<file path="src/rtl/uart_pkg.sv">
// rtl/uart_pkg.sv - shared UART types and constants
// Purpose: state encoding, latched per-frame configuration and line idle level
//          shared by the UART TX serializer and its baud generator.
package uart_pkg;

    localparam int   UART_DIV_WIDTH  = 16;
    localparam logic UART_IDLE_LEVEL = 1'b1;

    typedef enum logic [2:0] {
        IDLE,
        START,
        DATA,
        PARITY,
        STOP
    } uart_tx_state_e;

    // clk_div holds the effective (never zero) bit period.
    typedef struct packed {
        logic [UART_DIV_WIDTH-1:0] clk_div;
        logic                      parity_en;
        logic                      parity_odd;
        logic                      stop2;
    } uart_cfg_t;

endpackage

</file>
<file path="src/rtl/uart_baud_gen.sv">
// rtl/uart_baud_gen.sv - per-bit cycle counter producing a bit_done strobe
// Purpose: counts 0..div_i-1 while enabled; bit_done_o marks the last cycle
//          of each bit period and the counter wraps to 0 on it.
// Ports:
//   clk_i, rst_i   clock, asynchronous active-high reset
//   enable_i       count only while a frame is active
//   restart_i      force the counter to 0 (start of a new character)
//   div_i          cycles per bit, must be non-zero
//   bit_done_o     high in the final cycle of a bit period
module uart_baud_gen #(
    parameter int DIV_WIDTH = 16
) (
    input  logic                 clk_i,
    input  logic                 rst_i,
    input  logic                 enable_i,
    input  logic                 restart_i,
    input  logic [DIV_WIDTH-1:0] div_i,
    output logic                 bit_done_o
);

    logic [DIV_WIDTH-1:0] r_cnt;
    logic                 w_last;

    assign w_last     = (r_cnt == (div_i - DIV_WIDTH'(1)));
    assign bit_done_o = enable_i & w_last;

    always_ff @(posedge clk_i or posedge rst_i) begin
        if (rst_i) begin
            r_cnt <= '0;
        end else if (restart_i) begin
            r_cnt <= '0;
        end else if (enable_i) begin
            if (w_last) begin
                r_cnt <= '0;
            end else begin
                r_cnt <= r_cnt + DIV_WIDTH'(1);
            end
        end
    end

endmodule

</file>
<file path="src/rtl/uart_tx_serializer.sv">
// rtl/uart_tx_serializer.sv - pops bytes from the TX FIFO and serialises UART frames
// Purpose: frame = start bit, DATA_WIDTH data bits LSB first, optional parity,
//          1 or 2 stop bits; bit period from a programmable divider.
// Ports:
//   clk_i, rst_i         clock, asynchronous active-high reset
//   cfg_clk_div_i        cycles per bit (0 behaves as 1)
//   cfg_parity_en_i      insert parity bit
//   cfg_parity_odd_i     1 = odd parity, 0 = even
//   cfg_stop2_i          1 = two stop bits
//   fifo_empty_i         TX FIFO empty flag
//   fifo_data_i          TX FIFO head, valid when not empty
//   fifo_pop_o           one-cycle pop per character (combinational)
//   tx_o                 serial line, idles high (registered)
//   busy_o               frame in progress (registered)
module uart_tx_serializer
    import uart_pkg::*;
#(
    parameter int DATA_WIDTH = 8,
    parameter int DIV_WIDTH  = 16
) (
    input  logic                  clk_i,
    input  logic                  rst_i,
    input  logic [DIV_WIDTH-1:0]  cfg_clk_div_i,
    input  logic                  cfg_parity_en_i,
    input  logic                  cfg_parity_odd_i,
    input  logic                  cfg_stop2_i,
    input  logic                  fifo_empty_i,
    input  logic [DATA_WIDTH-1:0] fifo_data_i,
    output logic                  fifo_pop_o,
    output logic                  tx_o,
    output logic                  busy_o
);

    localparam int IDX_WIDTH = (DATA_WIDTH > 2) ? $clog2(DATA_WIDTH) : 1;
    localparam logic [IDX_WIDTH-1:0] LAST_IDX = IDX_WIDTH'(DATA_WIDTH - 1);

    uart_tx_state_e        r_state;
    uart_tx_state_e        w_state_next;
    logic [DATA_WIDTH-1:0] r_shift;
    logic [DATA_WIDTH-1:0] w_shift_next;
    logic [IDX_WIDTH-1:0]  r_idx;
    logic [IDX_WIDTH-1:0]  w_idx_next;
    // Even parity of the character; the odd flag is applied when the bit is sent.
    logic                  r_parity;
    logic                  w_parity_next;
    uart_cfg_t             r_cfg;
    logic                  r_tx;
    logic                  w_tx_next;
    logic                  r_busy;
    logic                  w_pop;
    logic                  w_bit_done;
    logic [DIV_WIDTH-1:0]  w_div_eff;

    assign w_div_eff = (cfg_clk_div_i == '0) ? DIV_WIDTH'(1) : cfg_clk_div_i;

    uart_baud_gen #(
        .DIV_WIDTH (DIV_WIDTH)
    ) u_baud_gen (
        .clk_i      (clk_i),
        .rst_i      (rst_i),
        .enable_i   (r_state != IDLE),
        .restart_i  (w_pop),
        .div_i      (DIV_WIDTH'(r_cfg.clk_div)),
        .bit_done_o (w_bit_done)
    );

    always_comb begin
        w_state_next  = r_state;
        w_shift_next  = r_shift;
        w_idx_next    = r_idx;
        w_parity_next = r_parity;
        w_pop         = 1'b0;

        case (r_state)
            IDLE: begin
                if (!fifo_empty_i) begin
                    w_pop        = 1'b1;
                    w_state_next = START;
                end
            end
            START: begin
                if (w_bit_done) begin
                    w_state_next = DATA;
                    w_idx_next   = '0;
                end
            end
            DATA: begin
                if (w_bit_done) begin
                    w_shift_next = r_shift >> 1;
                    if (r_idx == LAST_IDX) begin
                        w_idx_next   = '0;
                        w_state_next = r_cfg.parity_en ? PARITY : STOP;
                    end else begin
                        w_idx_next = r_idx + IDX_WIDTH'(1);
                    end
                end
            end
            PARITY: begin
                if (w_bit_done) begin
                    w_state_next = STOP;
                    w_idx_next   = '0;
                end
            end
            STOP: begin
                if (w_bit_done) begin
                    // r_idx counts completed stop bits; the last one ends the frame.
                    if (r_idx == IDX_WIDTH'(r_cfg.stop2)) begin
                        w_idx_next = '0;
                        if (!fifo_empty_i) begin
                            w_pop        = 1'b1;
                            w_state_next = START;
                        end else begin
                            w_state_next = IDLE;
                        end
                    end else begin
                        w_idx_next = r_idx + IDX_WIDTH'(1);
                    end
                end
            end
            default: begin
                w_state_next = IDLE;
            end
        endcase

        // The state register is already IDLE during reset; keep the pop quiet too.
        if (rst_i) begin
            w_pop = 1'b0;
        end

        if (w_pop) begin
            w_shift_next  = fifo_data_i;
            w_parity_next = ^fifo_data_i;
            w_idx_next    = '0;
        end

        // tx_o is registered, so decode the line level of the state being entered.
        case (w_state_next)
            START:   w_tx_next = 1'b0;
            DATA:    w_tx_next = w_shift_next[0];
            PARITY:  w_tx_next = r_parity ^ r_cfg.parity_odd;
            default: w_tx_next = UART_IDLE_LEVEL;
        endcase
    end

    always_ff @(posedge clk_i or posedge rst_i) begin
        if (rst_i) begin
            r_state  <= IDLE;
            r_shift  <= '0;
            r_idx    <= '0;
            r_parity <= 1'b0;
            r_cfg    <= '0;
            r_tx     <= UART_IDLE_LEVEL;
            r_busy   <= 1'b0;
        end else begin
            r_state  <= w_state_next;
            r_shift  <= w_shift_next;
            r_idx    <= w_idx_next;
            r_parity <= w_parity_next;
            r_tx     <= w_tx_next;
            r_busy   <= (w_state_next != IDLE);
            if (w_pop) begin
                r_cfg.clk_div    <= UART_DIV_WIDTH'(w_div_eff);
                r_cfg.parity_en  <= cfg_parity_en_i;
                r_cfg.parity_odd <= cfg_parity_odd_i;
                r_cfg.stop2      <= cfg_stop2_i;
            end
        end
    end

    assign fifo_pop_o = w_pop;
    assign tx_o       = r_tx;
    assign busy_o     = r_busy;

endmodule
</file>
<file path="config.mk">
export PLATFORM = sky130hd
export DESIGN_NAME = uart_tx_serializer
export DESIGN_NICKNAME = d
export VERILOG_FILES = /design/src/rtl/uart_pkg.sv /design/src/rtl/uart_baud_gen.sv /design/src/rtl/uart_tx_serializer.sv
export SDC_FILE = /design/constraint.sdc
export NUM_CORES = 1
export LEC_CHECK = 0
export CAP_MARGIN = 20
export CORE_MARGIN = 8
export CORE_UTILIZATION = 45
export DETAILED_ROUTE_END_ITERATION = 7
export PLACE_DENSITY_LB_ADDON = 0.25
export SYNTH_ARGS = -nofsm -noshare
export SYNTH_HDL_FRONTEND = slang
export SYNTH_SLANG_ARGS = --single-unit
export TNS_END_PERCENT = 50
</file>
<file path="constraint.sdc">
create_clock -name clk_i -period 3.74 [get_ports clk_i]
set_clock_uncertainty 0.1 [all_clocks]
set_input_delay 0.748 -clock clk_i [delete_from_list [all_inputs] [get_ports clk_i]]
set_output_delay 0.748 -clock clk_i [all_outputs]
set_load 0.005 [all_outputs]
</file>
==> results.ini <==
[status]
status = finished, final reports clean

[finish]
final_core_util_pct = 56.01
area_growth_pct = 22.38
fin_nets = 397
drive_gt1_share_pct = 14.56
register_area_um2 = 1306
multi_input_area_um2 = 1753
diodes = 0
fillers = 602

[synth]
syn_inst = 317
yosys.area.top_type = dfrtp_1
synth_area_um2 = 3075
async_flop_share_pct = 100.0
synth_most_common_cell = dfrtp_1
synth_seq_cells = 52
yosysUniqueCellTypes = 57
synth_top_area_share_pct = 41.50
synth_common_cells = dfrtp_1, nor2_1, nand2_1
syn_nets = 351
ys_top_cells_by_area = dfrtp_1, xor2_1, mux2_1
synth_warnings = 0
yosysSeqAreaShare_pct = 42.35
synthFlopType = dfrtp_1
synth.avg_cell_area_um2 = 9.702
synth_edf_count = 0

[worst_setup_path]
crit_type = flop to output port
crit_fanout = 4
critPathBufInv = 1
cp.required_ns = 2.89
cp-end-kind = output port
rr_startpoint = r_cfg[11]
crit_chain = nor4_4 -> nand4_1 -> or4bb_1 -> nand4_1 -> and4bb_2 -> a31oi_4 -> nor3_4 -> clkdlybuf4s15_1
cpPeakStageDelay_ns = 0.51
crit_arrival_ns = 2.75
timing.critical_path.from = r_cfg[11]
worst_path_max_delay_cell = or4bb_1
r2r_setup_slack_ns = 0.35
path_delay_family = simple AND/OR/NAND/NOR gates
critical_path.most_common_cell = nand4_1
cp-start-kind = flop

[placed_design]
portBuffers = 32
hpwlAfterDp_um = 5399
dpl_worst_slack_ns = 0.04040
place.gp.congestion = 0.9132

[global_routing]
grt_pass1_vias = 2533
grt_pass1_wl_um = 12270
grt_overflow_total = 0
antenna_found_initial = 0
grt_max_degree = 44
grt.total_usage_pct = 15.33

[drt]
drt_pass1_iterations = 5
avgRoutedWirePerCell_um = 16.34
viasPerCell = 5.822
route.detailed.drc = 0
drtIter0Drc = 140
final_antenna_net_count = 0
num_vias = 2585
wl_um = 7253

[sta]
finalCritPeriodShare_pct = 96.08
min_period_ns = 3.593
rsz0062_at_grt = false
setup_tns_ns = 0
slew_headroom_pct = 49.58
report.final.hold_viol_count = 0
worst_slack_ns = 0.1467
fmaxAchievable_mhz = 278.3
final-setup-viol-count = 0
slew_viol_final = 0
worst_pin_slew_ns = 0.7505

[min_path]
hold_class = flop to flop
min_from = r_shift[1]

[cts]
cts_max_level = 2
cts_tree = done
numCtsBuffers = 5
cts.sinks = 52
worst_skew_pair.late_latency_ns = 0.31
cts-root-buf = clkbuf_8
path_clk_slew_ns = 0.09
cts_buffer_depth = 2

[floorplanning]
die_x_um = 98.67
dieArea_um2 = 9736
pin_count = 33
std_cell_rows = 30
placeableCoreArea_um2 = 6719
chipHeight_um = 98.67
initial_core_util_pct = 45.77

[pwr]
peakVddDrop_v = 0.0002386
combPwrFrac_pct = 44.7
swShare_pct = 39.73
switchingPower_w = 0.0009905
seq_power_share_pct = 39.7
clkPwrFrac_pct = 15.6
p_int_w = 0.001503
p_total_w = 0.002493
p_leak_nw = 1.616
powerDensity_nw_per_um2 = 662.5

[job]
cap_violations = 0

==> state kept, by name, indices dropped and copies added, names as in the netlist <==
| name | count |
|---|---|
| busy_o | 1 |
| r_cfg | 19 |
| r_idx | 3 |
| r_parity | 1 |
| r_shift | 8 |
| r_state | 3 |
| tx_o | 1 |
| u_baud_gen.r_cnt | 16 |
==> power by group through the flow <==
stage,combinational [W],sequential [W],clock [W]
6_report,0.00111,0.000990,0.000390
5_1_grt,0.00124,0.00102,0.000417
3_3_place_gp,0.00102,0.000980,0
2_1_floorplan,0.000774,0.000921,0
4_1_cts,0.00106,0.000982,0.000402
3_5_place_dp,0.00103,0.000987,0
==> final timing paths <==
| path | endpoint | cells after the start |
|---|---|---|
| max | fifo_pop_o | 8 |
| min | r_shift[1] | 1 |
| max reg2reg | u_baud_gen.r_cnt[15] | 10 |
| min reg2reg | r_shift[1] | 1 |
| max in group asynchronous | tx_o | 3 |
| min in group asynchronous | busy_o | 2 |
==> routing by layer <==
layer  vias up  wire length, µm  global-route usage (%)
li1       1242                -                       -
met1      1246             3578                   21.28
met2        92             3116                   23.13
met3         5              465                   3.030
met4         0               92                   5.195
met5         -                0                       0
==> what timing repair did <==
| item | in CTS | in global routing |
|---|---|---|
| endpoints found under the setup margin | 1 | 1 |
| pin swaps | 0 | 8 |
| hold buffers | 0 | 0 |
| buffers inserted | 0 | 4 |
| gates resized for setup | 9 | 10 |
==> per-stage QoR <==
stage	hold WS, ns	instance area (µm²)	instances
after floorplan	0.3484	3075	317
after global placement	0.3612	3547	432
after detailed placement	0.3656	3547	432
after CTS	0.3880	3691	440
after global routing	0.4020	3764	444
final	0.3843	3764	444
==> area by class of cell <==
type                    instances  area share (%)
multi-input cells             245           46.58
repair buffers                 51           12.30
inverters                       8          0.7979
clock buffers                   5           1.828
well taps                      80           2.660
flip-flops and latches         52           34.71
clock inverters                 3           1.130
==> cells by family (layout without fill, tap and decap cells) <==
kind of cell | count (synthesis) | count (layout) | share of synthesized area (%)
buf+inv | 20 | 67 | 2.970
flops | 52 | 52 | 42.35
simple gates | 130 | 130 | 23.31
xor+xnor | 37 | 37 | 10.54
fa+ha+maj | 4 | 4 | 1.627
compound gates | 58 | 58 | 13.39
mux | 16 | 16 | 5.818
==> cells in the final DEF (no fill, tap or decap), drive strengths merged, types with 2 or more instances in the layout <==
cell and count:
nor3 11, clkbuf 5, nor4 7, nand2 22, nand4 11, a21o 8, a21oi 13, clkdlybuf4s50 31
o21ai 11, dfrtp 51, xor2 21, mux2 15, ha 4, xnor2 16, or3 2, nor2 36
buf 19, or2 2, inv 8, a22o 6, nor4b 2, a31oi 3, a41oi 2, nand3b 5
nand2b 6, a311o 2, or4 5, nand3 12
Power figures use the tool's default switching activity.
